**src/rtl/grostl_pkg.sv**
```systemverilog
// Shared constants and types for the Grostl-512-state message path.
package grostl_pkg;

  localparam int GROSTL_WORD_W   = 64;
  localparam int GROSTL_BLK_WORDS = 8;
  localparam int GROSTL_BLK_W    = 512;
  localparam logic [63:0] GROSTL_PAD_MARK = 64'h8000_0000_0000_0000;

  typedef enum logic [1:0] {LD_FILL, LD_PAD, LD_HOLD} loader_state_t;

  typedef logic [511:0] grostl_blk_t;

endpackage

```
**src/rtl/grostl_msg_loader.sv**
```systemverilog
// Assembles 64-bit message words into 512-bit Grostl blocks with word-granular
// padding (marker, zero fill, block-count field) and a valid/ready hold stage.
module grostl_msg_loader
  import grostl_pkg::*;
#(
  parameter int WORD_W    = GROSTL_WORD_W,
  parameter int BLK_WORDS = GROSTL_BLK_WORDS,
  parameter int LEN_W     = WORD_W
) (
  input  logic                        clk,
  input  logic                        reset,
  input  logic [WORD_W-1:0]           in_data,
  input  logic                        in_valid,
  input  logic                        in_last,
  output logic                        in_ready,
  output logic [WORD_W*BLK_WORDS-1:0] blk_data,
  output logic                        valid_out,
  output logic                        blk_last,
  input  logic                        blk_ready
);

  localparam int BLK_W = WORD_W * BLK_WORDS;
  localparam int IDX_W = $clog2(BLK_WORDS);
  localparam logic [IDX_W-1:0] LAST_IDX = IDX_W'(BLK_WORDS - 1);

  loader_state_t     r_state, w_state_nxt;
  logic [IDX_W-1:0]  r_widx, w_widx_nxt;
  logic [BLK_W-1:0]  r_buf, w_buf_nxt;
  logic [LEN_W-1:0]  r_blk_cnt, w_blk_cnt_nxt;
  logic              r_pad_pend, w_pad_pend_nxt;
  logic              r_mark_done, w_mark_done_nxt;
  logic              r_final, w_final_nxt;
  logic              w_wr_en;
  logic [WORD_W-1:0] w_wr_word;

  always_ff @(posedge clk or negedge reset) begin
    if (!reset) begin
      r_state     <= LD_FILL;
      r_widx      <= '0;
      r_buf       <= '0;
      r_blk_cnt   <= '0;
      r_pad_pend  <= 1'b0;
      r_mark_done <= 1'b0;
      r_final     <= 1'b0;
    end else begin
      r_state     <= w_state_nxt;
      r_widx      <= w_widx_nxt;
      r_buf       <= w_buf_nxt;
      r_blk_cnt   <= w_blk_cnt_nxt;
      r_pad_pend  <= w_pad_pend_nxt;
      r_mark_done <= w_mark_done_nxt;
      r_final     <= w_final_nxt;
    end
  end

  always_comb begin
    w_state_nxt     = r_state;
    w_widx_nxt      = r_widx;
    w_buf_nxt       = r_buf;
    w_blk_cnt_nxt   = r_blk_cnt;
    w_pad_pend_nxt  = r_pad_pend;
    w_mark_done_nxt = r_mark_done;
    w_final_nxt     = r_final;
    w_wr_en         = 1'b0;
    w_wr_word       = '0;

    case (r_state)
      LD_FILL: begin
        if (in_valid) begin
          w_wr_en    = 1'b1;
          w_wr_word  = in_data;
          w_widx_nxt = r_widx + 1'b1;
          if (in_last) w_pad_pend_nxt = 1'b1;
          if (r_widx == LAST_IDX) begin
            w_blk_cnt_nxt = r_blk_cnt + 1'b1;
            w_state_nxt   = LD_HOLD;
          end else if (in_last) begin
            w_state_nxt = LD_PAD;
          end
        end
      end
      LD_PAD: begin
        w_wr_en    = 1'b1;
        w_widx_nxt = r_widx + 1'b1;
        if (!r_mark_done) begin
          w_wr_word       = GROSTL_PAD_MARK;
          w_mark_done_nxt = 1'b1;
        end else if (r_widx == LAST_IDX) begin
          w_wr_word = WORD_W'(r_blk_cnt + 1'b1);
        end
        // A marker landing in the last slot forces one more all-padding block.
        if (r_widx == LAST_IDX) begin
          w_blk_cnt_nxt = r_blk_cnt + 1'b1;
          w_final_nxt   = r_mark_done;
          w_state_nxt   = LD_HOLD;
        end
      end
      LD_HOLD: begin
        if (blk_ready) begin
          if (r_final) begin
            w_blk_cnt_nxt   = '0;
            w_pad_pend_nxt  = 1'b0;
            w_mark_done_nxt = 1'b0;
            w_final_nxt     = 1'b0;
            w_state_nxt     = LD_FILL;
          end else if (r_pad_pend) begin
            w_state_nxt = LD_PAD;
          end else begin
            w_state_nxt = LD_FILL;
          end
        end
      end
      default: w_state_nxt = LD_FILL;
    endcase

    if (w_wr_en) w_buf_nxt[BLK_W-1-WORD_W*int'(r_widx) -: WORD_W] = w_wr_word;
  end

  assign in_ready  = (r_state == LD_FILL);
  assign valid_out = (r_state == LD_HOLD);
  assign blk_last  = r_final & (r_state == LD_HOLD);
  assign blk_data  = r_buf;

endmodule
```
**config.mk**
```make
export PLATFORM = sky130hd
export DESIGN_NAME = grostl_msg_loader
export DESIGN_NICKNAME = d
export VERILOG_FILES = /design/src/rtl/grostl_pkg.sv /design/src/rtl/grostl_msg_loader.sv
export SDC_FILE = /design/constraint.sdc
export NUM_CORES = 1
export LEC_CHECK = 0
export ABC_AREA = 1
export CAP_MARGIN = 20
export CORE_MARGIN = 3
export CORE_UTILIZATION = 30
export CTS_CLUSTER_DIAMETER = 150
export DETAILED_ROUTE_END_ITERATION = 7
export SLEW_MARGIN = 40
export SYNTH_ARGS = -nofsm -noshare
export SYNTH_HDL_FRONTEND = slang
export SYNTH_SLANG_ARGS = --single-unit
```
**constraint.sdc**
```tcl
create_clock -name clk -period 2.3 [get_ports clk]
set_clock_uncertainty 0.1 [all_clocks]
set_input_delay 0.345 -clock clk [delete_from_list [all_inputs] [get_ports clk]]
set_output_delay 0.345 -clock clk [all_outputs]
set_load 0.005 [all_outputs]
```
==> results <==
- The startpoint identified for the worst register-to-register timing path is r_blk_cnt[1].
- Ranked by total cell area, the synthesized netlist is headed by sky130_fd_sc_hd__dfrtp_1, sky130_fd_sc_hd__nand2_1, sky130_fd_sc_hd__nand3_1.
- The count of synthesis-stage warnings from yosys is 0.
- The final route contains 24700 vias.
- Dividing the detail-routed via count by the number of cells gives 5.02.
- Entering global routing, the biggest net connects 90 pins.
- The tool flagged a number of max-cap violations equal to 0.
- After the first detailed-routing iteration, the DRC count stood at 2192.
- The first TritonRoute pass finished after 6 iterations.
- Once layout is complete, the cells apart from fillers number 4916.
- The total number of placement rows is 106.
- The worst register-to-register path ends at blk_data[378].
- The via count of the first global-routing pass is 24000.
- Data arrives at the worst endpoint at 2750 ps.
- Summed over its instances, the top area cell type makes up 57.4% of the synthesized netlist area.
- In this run the cell area of the synthesized design comes to 25500 µm².
- In this run the clock root is driven by a sky130_fd_sc_hd__clkbuf_16.
- In this run, CTS created clock tree buffers numbering 70.
- The number of routed nets with antenna violations is 0.
- The total grt overflow is 0.
- met2 is the most crowded layer.
- Counting flops with a built-in enable in the synthesized netlist gives 0.
- Summed over all failing endpoints, the final setup total negative slack is -16.0 ps.
- Clock-pin slew was measured on the worst setup and hold paths at 60 ps.
- Global routing used 32.3% of the available met1 tracks.
- The quantity of I/O buffers inserted on ports is 583.
- The synthesized design contains 584 register bits.
- The most critical setup path has its startpoint at r_blk_cnt[1].
- The final reports fail on negative setup slack.
- The number of nets in the synthesized netlist is 3029.
- The cell taking the most area after synthesis is sky130_fd_sc_hd__dfrtp_1.
- The total number of H-tree levels is 3.
- The critical path capture point is blk_data[378].
- The wire length reported by the detailed router is 112000 µm.
- The tightest min-delay check is of the in2async type.
- For the worst setup path, the data required time is 2740 ps.
- The number of design rule violations left after detail routing is 0.
- The actual slew at the worst max-slew pin is 887 ps.
- Along the worst path, the maximum fanout reaches 4.
- In this run the tightest slew margin relative to its limit is 40.9%.
- The maximum vdd ir drop is 0.805 mV.
- Setup violations remaining at the end of the flow were counted as 2.
- The post-synthesis sequential area ratio is 57.4%.
- The number of instances in the synthesized netlist is 2953.
- In this run the vertical extent of the chip is 297 µm.
- STA classifies the critical path endpoint as a flip-flop.
- The floorplan die width is 297 µm.
- The core region area is 83800 µm².
- By count the netlist is led by sky130_fd_sc_hd__nand2_1, sky130_fd_sc_hd__dfrtp_1, sky130_fd_sc_hd__nand3_1.
- After detailed placement, the design holds a cell count of 4759.
- The area growth from synthesis to layout is 53.1%.
- The met2 capacity usage during global routing is 39.1%.
- The mean instance size in the synthesized netlist is 8.62 µm².
- The post-route standard cell area excluding fillers is 39000 µm².
- The count of distinct cell types in the synthesized netlist is 39.
- The type of origin of the critical path is a flip-flop.
- The critical path class is reg2reg.
- After layout, the worst setup slack is -11.5 ps.
- The primary flip-flop cell chosen by synthesis mapping is sky130_fd_sc_hd__dfrtp_1.
- The fraction of final layout cells sized beyond drive strength 1 is 20.0%.
- In the final design database the tool counted 3802 nets.
- For this run, the total global-route usage over all layers was measured as 24.6%.
- For this design the ratio of total power to cell area is 1280 nW/µm².
- The number of antenna violations at the first check in global routing was 6.
- Summed over all nets, the half-perimeter wirelength after detailed placement is 82800 µm.
- Routability-driven placement finished with a final weighted congestion of 0.893.
- Setup repair after global routing could not meet its margin everywhere.
- The TritonCTS sink count is 584.
- The design draws 50.1 mW.
- The die area is 88400 µm².
- The number of max-slew violations in the final report came to 0.
- The CTS tree is done.
- The slack of the worst reg-to-reg path is -10 ps.
- The standard cell area after detailed placement is 35000 µm².
- The number of buffers on the longest clock path is 3.
- The most frequent cell after synthesis is sky130_fd_sc_hd__nand2_1.
- Based on the critical path, the design can be clocked at up to 0.433 GHz.
- The analysis attributes to cell leakage a power of 16.4 nW.
- The worst-skew pair later-pin latency is 620 ps.
- The met3 usage is 7.29%.
- The number of cell instances on the worst register-to-register path is 12.
- The flow ran to the end, but the final reports show violations.
- The final period utilization is 101%.
- During I/O placement, the number of pins put on the boundary was 584.
- The first global-routing pass estimated 164000 µm of wire.
- After detailed routing, the average wire length per cell comes to 22.8 µm.
- Counting I/O delays and the setup requirement, the final critical path takes 2310 ps.
- The proportion of register bits with asynchronous set or reset after synthesis is 100%.
- Once layout is complete, the utilization of the core stands at 46.5%.
- The number of endpoints with negative hold slack in the final report is 0.
- Once the floorplan was initialized, standard cells occupied 30.4% of the core.
==> worst max-delay path, cell delays in order (launching register included) <==
cell and delay (ps):
sky130_fd_sc_hd__dfrtp_1 380, sky130_fd_sc_hd__ha_2 230, sky130_fd_sc_hd__nand2_4 80, sky130_fd_sc_hd__nor2_4 180, sky130_fd_sc_hd__nand2_4 120, sky130_fd_sc_hd__nor2_4 180, sky130_fd_sc_hd__nand2_4 140, sky130_fd_sc_hd__o21ai_4 180
sky130_fd_sc_hd__nand3_2 130, sky130_fd_sc_hd__nand2_4 150, sky130_fd_sc_hd__buf_12 130, sky130_fd_sc_hd__nand3_4 60, sky130_fd_sc_hd__a21oi_2 160
==> what timing repair did <==
action / in CTS / in global routing
hold endpoints to repair: 193 / 0
cloned: 0 / 1
endpoints found under the setup margin: 271 / 459
hold buffers: 1 / 0
pin swaps: 12 / 94
resized for setup: 73 / 308
buffers inserted: 8 / 20
==> worst min path at each step <==
stage,slack (ps),cells after the start,start,end
2_1_floorplan,-50,0,reset,blk_data[0]
3_3_place_gp,220,1,reset,blk_data[475]
3_5_place_dp,220,1,reset,blk_data[475]
4_1_cts,160,2,reset,blk_data[475]
5_1_grt,170,2,reset,blk_data[475]
6_report,170,2,reset,blk_data[475]
==> layout by cell type (no fill, tap or decap), types with 89 or more instances in the layout <==
cell type and n:
sky130_fd_sc_hd__a21oi_1 107, sky130_fd_sc_hd__o21ai_1 246, sky130_fd_sc_hd__o21ai_0 134, sky130_fd_sc_hd__clkdlybuf4s50_1 578, sky130_fd_sc_hd__buf_4 206, sky130_fd_sc_hd__nand3_1 244, sky130_fd_sc_hd__nor2_1 203, sky130_fd_sc_hd__nand2_1 744
sky130_fd_sc_hd__inv_1 89, sky130_fd_sc_hd__dfrtp_1 569
==> per-layer routing <==
metal	up-vias	part of all wire, %
li1	11300	-
met1	12000	42
met2	1129	46
met3	180	9.1
met4	4	3.3
met5	-	0.019
==> metrics by stage <==
stage | hold slack [ps] | worst slack, ps
detailed placement | 215 | -236
finish | 170 | -11.5
global route | 169 | -103
CTS | 160 | -91.1
global placement | 219 | -206
floorplan | -50.6 | 22.0
==> area by class of cell <==
| cell class | instances | area (µm²) |
|---|---|---|
| antenna | 3 | 7.51 |
| clock buffer | 105 | 2070 |
| clock inverter | 20 | 378 |
| fill | 8066 | 44800 |
| inverter | 112 | 448 |
| multi-input combinational | 2073 | 10900 |
| sequential | 584 | 14600 |
| tap | 1134 | 1420 |
| timing repair buffer | 885 | 9130 |
==> cell families (layout without fill, tap and decap cells) <==
logic type | after synthesis | after routing | synth area share (%)
other cells | 0 | 3 | 0
buf+inv | 296 | 1122 | 4.90
compound gates | 579 | 579 | 11.9
fa+ha+maj | 7 | 7 | 0.344
flops | 584 | 584 | 57.4
simple gates | 1463 | 1463 | 24.6
xor+xnor | 24 | 24 | 0.825
==> state kept, by name, indices dropped and copies added (netlist names) <==
name and cells:
r_widx 3, r_mark_done 1, r_state 2, r_final 1, r_blk_cnt 64, r_pad_pend 1
blk_data 512
==> where the power goes <==
part	internal (mW)	switching [mW]	total, mW
combinational	9.92	11.7	21.7
sequential	13.8	2.75	16.6
clock	7.09	4.71	11.8
total	30.9	19.2	50.1
(Power assumes the default switching activity.)
